--- config.mk ---
export PLATFORM = sky130hd
export DESIGN_NAME = oven_cook_controller
export DESIGN_NICKNAME = d
export VERILOG_FILES = /design/src/rtl/oven_pkg.sv /design/src/rtl/bcd_mmss_counter.sv /design/src/rtl/oven_cook_controller.sv
export SDC_FILE = /design/constraint.sdc
export NUM_CORES = 1
export LEC_CHECK = 0
export ABC_AREA = 0
export CAP_MARGIN = 20
export CORE_MARGIN = 5
export CORE_UTILIZATION = 64
export CTS_CLUSTER_SIZE = 30
export DETAILED_ROUTE_END_ITERATION = 10
export PLACE_DENSITY = 0.87
export RECOVER_POWER = 50
export SLEW_MARGIN = 5
export SYNTH_ARGS = -nofsm -noshare
export SYNTH_HDL_FRONTEND = slang
export SYNTH_HIERARCHICAL = 1
export SYNTH_SLANG_ARGS = --single-unit
--- constraint.sdc ---
create_clock -name clk -period 13.2 [get_ports clk]
set_clock_uncertainty 0.1 [all_clocks]
set_input_delay 1.32 -clock clk [delete_from_list [all_inputs] [get_ports clk]]
set_output_delay 1.32 -clock clk [all_outputs]
set_load 0.005 [all_outputs]
--- src/rtl/oven_pkg.sv ---
// Shared definitions for the oven cook controller: state encodings,
// the BCD digit type, the 99:59 ceiling and BCD/binary helpers.
package oven_pkg;

  typedef logic [3:0] bcd_t;

  // State encodings are visible on the state output, so keep them fixed
  localparam logic [2:0] ST_IDLE  = 3'd0;
  localparam logic [2:0] ST_SET   = 3'd1;
  localparam logic [2:0] ST_COOK  = 3'd2;
  localparam logic [2:0] ST_PAUSE = 3'd3;
  localparam logic [2:0] ST_DONE  = 3'd4;

  // Largest displayable time, 99:59
  localparam logic [6:0] MAX_MIN = 7'd99;
  localparam logic [5:0] MAX_SEC = 6'd59;

  // Two BCD digits -> binary 0..99
  function automatic logic [6:0] from_bcd(input bcd_t tens, input bcd_t ones);
    return {3'b000, tens} * 7'd10 + {3'b000, ones};
  endfunction

  // Binary 0..99 -> {tens, ones}
  function automatic logic [7:0] to_bcd(input logic [6:0] v);
    logic [6:0] t;
    logic [6:0] o;
    t = v / 7'd10;
    o = v - t * 7'd10;
    return {t[3:0], o[3:0]};
  endfunction

endpackage

--- src/rtl/bcd_mmss_counter.sv ---
// MM:SS time register held as four BCD digits. Supports clear, load of a
// seconds value, adding 10 s and/or 1 min with a 99:59 ceiling, and a
// 1 s decrement with borrow that may be applied on top of an add.
// Priority: clr > load > add/decrement.
module bcd_mmss_counter
  import oven_pkg::*;
(
  input  logic       clk,
  input  logic       reset,
  input  logic       clr,
  input  logic       load,
  input  logic [5:0] load_sec,
  input  logic       add_min,
  input  logic       add_10s,
  input  logic       dec,
  output logic [3:0] min_tens,
  output logic [3:0] min_ones,
  output logic [3:0] sec_tens,
  output logic [3:0] sec_ones,
  output logic       is_zero,
  output logic       is_one
);

  logic [6:0] m, m_a, m_n;
  logic [5:0] s, s_a, s_n;
  logic [6:0] s_sum;
  logic [7:0] m_sum;
  logic       carry;

  // Work in binary minutes/seconds; digits are re-encoded on the way in
  assign m = from_bcd(min_tens, min_ones);
  assign s = 6'(from_bcd(sec_tens, sec_ones));

  assign is_zero = (m == 7'd0) && (s == 6'd0);
  assign is_one  = (m == 7'd0) && (s == 6'd1);

  // Next time: saturating add first, then the optional 1 s borrow-decrement
  always_comb begin
    s_sum = {1'b0, s} + (add_10s ? 7'd10 : 7'd0);
    carry = (s_sum >= 7'd60);
    s_a   = carry ? 6'(s_sum - 7'd60) : s_sum[5:0];
    m_sum = {1'b0, m} + {7'd0, add_min} + {7'd0, carry};
    m_a   = m_sum[6:0];
    if (m_sum > {1'b0, MAX_MIN}) begin
      m_a = MAX_MIN;
      s_a = MAX_SEC;
    end
    m_n = m_a;
    s_n = s_a;
    if (dec) begin
      if (s_a != 6'd0) begin
        s_n = s_a - 6'd1;
      end else if (m_a != 7'd0) begin
        m_n = m_a - 7'd1;
        s_n = MAX_SEC;
      end
    end
    if (load) begin
      m_n = 7'd0;
      s_n = load_sec;
    end
    if (clr) begin
      m_n = 7'd0;
      s_n = 6'd0;
    end
  end

  // Store the time back as BCD digits so the outputs come straight from flops
  always_ff @(posedge clk or posedge reset) begin
    if (reset) begin
      min_tens <= 4'd0;
      min_ones <= 4'd0;
      sec_tens <= 4'd0;
      sec_ones <= 4'd0;
    end else begin
      {min_tens, min_ones} <= to_bcd(m_n);
      {sec_tens, sec_ones} <= to_bcd({1'b0, s_n});
    end
  end

endmodule

--- src/rtl/oven_cook_controller.sv ---
// Microwave/oven cook controller: keypad time entry, countdown cooking,
// pause on door/stop, and a completion alarm.
// Optional feature macro OVEN_ALARM_TIMEOUT_EN: when defined, the DONE
// alarm clears itself after ALARM_SECS ticks; otherwise DONE persists
// until key_stop or the door is opened.
module oven_cook_controller
  import oven_pkg::*;
#(
  parameter int ALARM_SECS = 5,
  parameter int QUICK_SECS = 30
) (
  input  logic       clk,
  input  logic       reset,
  input  logic       tick,
  input  logic       key_add_min,
  input  logic       key_add_10s,
  input  logic       key_start,
  input  logic       key_stop,
  input  logic       door_open,
  output logic [3:0] min_tens,
  output logic [3:0] min_ones,
  output logic [3:0] sec_tens,
  output logic [3:0] sec_ones,
  output logic       heater_on,
  output logic       lamp_on,
  output logic       alarm,
  output logic [2:0] state
);

  logic [2:0] state_nxt;
  logic       c_clr, c_load, c_add_min, c_add_10s, c_dec;
  logic       is_zero, is_one;
  logic       door_prev, door_rise;
  logic       any_add, start_ok;
  logic       alarm_expire;

  assign any_add   = key_add_min | key_add_10s;
  assign start_ok  = key_start & ~door_open;
  assign door_rise = door_open & ~door_prev;

  bcd_mmss_counter u_time (
    .clk      (clk),
    .reset    (reset),
    .clr      (c_clr),
    .load     (c_load),
    .load_sec (6'(QUICK_SECS)),
    .add_min  (c_add_min),
    .add_10s  (c_add_10s),
    .dec      (c_dec),
    .min_tens (min_tens),
    .min_ones (min_ones),
    .sec_tens (sec_tens),
    .sec_ones (sec_ones),
    .is_zero  (is_zero),
    .is_one   (is_one)
  );

`ifdef OVEN_ALARM_TIMEOUT_EN
  localparam int AW = (ALARM_SECS > 1) ? $clog2(ALARM_SECS) : 1;
  logic [AW-1:0] alarm_cnt;

  // Count ticks spent in DONE; cleared whenever we are elsewhere
  always_ff @(posedge clk or posedge reset) begin
    if (reset)                  alarm_cnt <= '0;
    else if (state != ST_DONE)  alarm_cnt <= '0;
    else if (tick)              alarm_cnt <= alarm_cnt + 1'b1;
  end

  assign alarm_expire = (state == ST_DONE) && tick && (alarm_cnt == AW'(ALARM_SECS - 1));
`else
  assign alarm_expire = 1'b0;
`endif

  // Next-state and time-counter control; key_stop > door_open > key_start > adds
  always_comb begin
    state_nxt = state;
    c_clr     = 1'b0;
    c_load    = 1'b0;
    c_add_min = 1'b0;
    c_add_10s = 1'b0;
    c_dec     = 1'b0;
    case (state)
      ST_IDLE: begin
        if (key_stop) begin
          c_clr = 1'b1;
        end else if (start_ok) begin
          c_load    = 1'b1;
          state_nxt = ST_COOK;
        end else if (any_add) begin
          c_add_min = key_add_min;
          c_add_10s = key_add_10s;
          state_nxt = ST_SET;
        end
      end
      ST_SET: begin
        if (key_stop) begin
          c_clr     = 1'b1;
          state_nxt = ST_IDLE;
        end else if (start_ok) begin
          state_nxt = ST_COOK;
        end else begin
          c_add_min = key_add_min;
          c_add_10s = key_add_10s;
        end
      end
      ST_COOK: begin
        // Door or stop freezes the time, swallowing any tick this cycle
        if (key_stop || door_open) begin
          state_nxt = ST_PAUSE;
        end else begin
          c_add_min = key_add_min;
          c_add_10s = key_add_10s;
          c_dec     = tick;
          // Only an add-free tick can bring the time to zero
          if (tick && !any_add && (is_zero || is_one)) state_nxt = ST_DONE;
        end
      end
      ST_PAUSE: begin
        if (key_stop) begin
          c_clr     = 1'b1;
          state_nxt = ST_IDLE;
        end else if (start_ok) begin
          state_nxt = ST_COOK;
        end
      end
      ST_DONE: begin
        if (key_stop || door_rise || alarm_expire) begin
          c_clr     = 1'b1;
          state_nxt = ST_IDLE;
        end
      end
      default: begin
        c_clr     = 1'b0;
        state_nxt = ST_IDLE;
      end
    endcase
  end

  // State, door history and registered indicator outputs
  always_ff @(posedge clk or posedge reset) begin
    if (reset) begin
      state     <= ST_IDLE;
      door_prev <= 1'b0;
      heater_on <= 1'b0;
      lamp_on   <= 1'b0;
      alarm     <= 1'b0;
    end else begin
      state     <= state_nxt;
      door_prev <= door_open;
      heater_on <= (state_nxt == ST_COOK);
      lamp_on   <= door_open | (state_nxt == ST_COOK);
      alarm     <= (state_nxt == ST_DONE);
    end
  end

endmodule

==> run_results.csv <==
group,metric,value,unit
timing,max-slew-margin-rel,0.3822,
clock_network,cts_tree,"done",
floorplanning,start_util,0.6592,
global_routing,first_global_vias,3123,
timing,rsz0062_at_grt,"no",
clock_network,cts.sinks,22,
global_routing,grt.total_usage,0.2626,
critical_path,path_class,"primary input to register",
timing,period_needed,11.56,ns
floorplanning,die_height,82.53,microns
finish,fin_nets,473,
critical_path,critPathMaxFanout,15,
worst_hold_path,hp-class,"register to register",
timing,finalSetupViolCount,0,
clock_network,cts_resized,0,
synthesis,yosysSeqAreaShare,0.1635,
floorplanning,die-area,6811,sq um
global_routing,grt.overflow.total,0,
synthesis,synth_seq_cells,22,
critical_path,cp-startpoint,"door_open",
timing,tns,0,ns
floorplanning,rows,26,
placement,place.gp.congestion,0.9537,
timing,worst_pin_slew,0.9201,ns
worst_hold_path,hold_depth,1,
synthesis,syn_area_per_cell,8.314,sq um
critical_path,r2r-start,"u_time/sec_tens[0]",
worst_hold_path,min_from,"state[2]",
timing,fin_crit_sh,0.8758,
critical_path,cp.required,13.29,ns
detailed_routing,viasPerCell,6.413,
finish,nFillCells,401,
critical_path,cp_slowest_cell,"dlygate4sd3_1",
synthesis,ys_warn_count,6,
detailed_routing,drtIter0Drc,265,
synthesis,netlist_area,3367,sq um
critical_path,cpMostUsedCell,"ha_1",
synthesis,synthArstFlopShare,1.000,
critical_path,reg2reg_setup_slack,2.89,ns
clock_network,insertion_delay,0.26,ns
clock_network,ctsHoldBuffers,0,
outcome,run_status,"complete, no violations",
global_routing,grt_pass1_wl,14.32,mm
critical_path,end_kind,"register",
synthesis,synth_edf_count,0,
detailed_routing,vias,3213,
placement,dp_hpwl,6.713,mm
floorplanning,die_x,82.53,microns
detailed_routing,wl,8.376,mm
floorplanning,core_area,5107,sq um
clock_network,cts_post_setup_buffers_inserted,0,
timing,timing.fmax,0.08650,GHz
clock_network,clockBufferDepth,2,
critical_path,arrival,11.65,ns
detailed_routing,dr.pass1.iters,5,
placement,port_buffers,28,
timing,hold_violations,0,
flow_run,maxCapViolations,0,
global_routing,grt_max_degree,16,
synthesis,synth_cells,405,
clock_network,cts_buffers,3,
synthesis,synth_flop_cell,"dfrtp_1",
global_routing,antenna_found_initial,0,
worst_hold_path,min_to,"alarm",
clock_network,clkTransAtPathRegs,0.08,ns
critical_path,crit_path_start_kind,"primary input",
timing,report.final.slew_viol_count,0,
detailed_routing,drc,0,
clock_network,cts_root_buffer,"clkbuf_8",
critical_path,r2r_cells,46,
finish,drive_gt1_frac,0.1206,
finish,antenna_cells,0,
clock_network,htreeDepth,1,
finish,syn2layout_area_growth,11.48,%
critical_path,timing.rr.end,"u_time/sec_ones[3]",
critical_path,max_stage_delay,0.67,ns
detailed_routing,wl_per_cell,16.72,microns
detailed_routing,ant_nets,0,
synthesis,synth.distinct_cells,95,
floorplanning,ioPinCount,30,
[logic make-up (layout without fill, tap and decap cells)]
family	Yosys count	count (layout)	synth area share
flip-flops	22	22	0.1635
buffers and inverters	43	64	0.05797
AND/OR/NAND/NOR	159	159	0.2635
other	3	8	0.003344
multiplexers	6	6	0.01969
AO/OA/AOI/OAI	117	117	0.2962
adder cells (fa/ha/maj)	34	34	0.1390
XOR/XNOR	21	21	0.05686
[worst max-delay path by stage]
stage / cells after the start / slack, ns / to
floorplan: 44 / 3.61 / u_time/min_ones[3]
global placement: 48 / 2.08 / u_time/sec_ones[3]
detailed placement: 48 / 1.64 / u_time/sec_ones[3]
CTS: 48 / 1.91 / u_time/sec_ones[3]
global route: 48 / 0.85 / u_time/sec_ones[3]
finish: 48 / 1.64 / u_time/sec_ones[3]
[layer usage]
metal  global-route usage  vias up  share of wire
met2               0.4495      128           0.49
met3              0.03145       10          0.059
met4              0.06536        0          0.011
met1               0.3510     1557           0.44
li1                     -     1518              -
met5                    0        -              0
[critical path: cells and delay by family]
family          cells  cell delay (ns)
compound gates     17             3.52
simple gates        9             1.94
xor+xnor            3             0.63
fa+ha+maj          10             2.68
buf+inv             9             1.53
[cell usage in the layout, fill, tap and decap left out, drive strengths merged, types with 3 or more instances in the layout]
cell type | synthesis | routed
a211o | 3 | 3
a211oi | 6 | 6
a21boi | 6 | 6
a21o | 5 | 5
a21oi | 21 | 21
a221oi | 7 | 7
a22oi | 4 | 4
and2 | 11 | 11
and3 | 4 | 4
clkbuf | 3 | 3
clkdlybuf4s50 | 0 | 17
conb | 3 | 8
dfrtp | 22 | 22
dlygate4sd3 | 0 | 11
fa | 6 | 6
ha | 27 | 27
inv | 31 | 31
mux2i | 4 | 4
nand2 | 35 | 35
nand2b | 7 | 7
nand3 | 12 | 12
nand4 | 5 | 5
nor2 | 39 | 39
nor2b | 10 | 10
nor3 | 9 | 9
nor3b | 4 | 4
nor4 | 5 | 5
o211ai | 5 | 5
o21ai | 23 | 23
o311ai | 3 | 3
o31ai | 4 | 4
o41ai | 3 | 3
or2 | 4 | 4
or3 | 5 | 5
xnor2 | 13 | 13
xor2 | 8 | 8
[registers in the layout (all words and copies together), names as in the netlist]
register / count
alarm: 1
door_prev: 1
heater_on: 1
lamp_on: 1
state: 3
u_time/min_ones: 4
u_time/min_tens: 4
u_time/sec_ones: 4
u_time/sec_tens: 3
[cell usage after synthesis, types with 6 or more instances]
library cell  count  share of area
a21oi_1          18          0.027
nand2_1          34          0.038
nor2b_1          10          0.019
xnor2_1          13          0.034
xor2_1            7          0.018
ha_1             27           0.10
o21ai_1           7          0.010
fa_1              6          0.036
inv_1            30          0.033
dfrtp_1          22           0.16
nor3_1            8          0.012
o21ai_0          14          0.021
nand3_1          12          0.018
and2_1           10          0.019
nor2_1           35          0.039
[per-stage QoR]
step	instance area (sq um)	hold slack [ns]	utilization	worst slack, ns	std cells
2_1_floorplan	3386	0.5557	-	3.609	410
3_3_place_gp	3682	0.6323	0.7210	2.077	497
3_5_place_dp	3682	0.6652	0.7210	1.645	497
4_1_cts	3754	0.6915	0.7349	1.906	501
5_1_grt	3754	0.7502	0.7349	0.8451	501
6_report	3754	0.6941	0.7349	1.640	501
[cell type report]
cell class | count | area, sq um | share of cell area
multi-input combinational | 345 | 2640 | 0.7033
sequential | 22 | 550.5 | 0.1467
timing repair buffer | 29 | 287.8 | 0.07667
inverter | 31 | 116.4 | 0.03100
tap | 70 | 87.58 | 0.02333
clock buffer | 3 | 41.29 | 0.01100
clock inverter | 1 | 30.03 | 0.008000
Power is left out: the tool's default activity adds up to more than one toggle a clock period on the data nets, which glitch-free logic cannot reach.
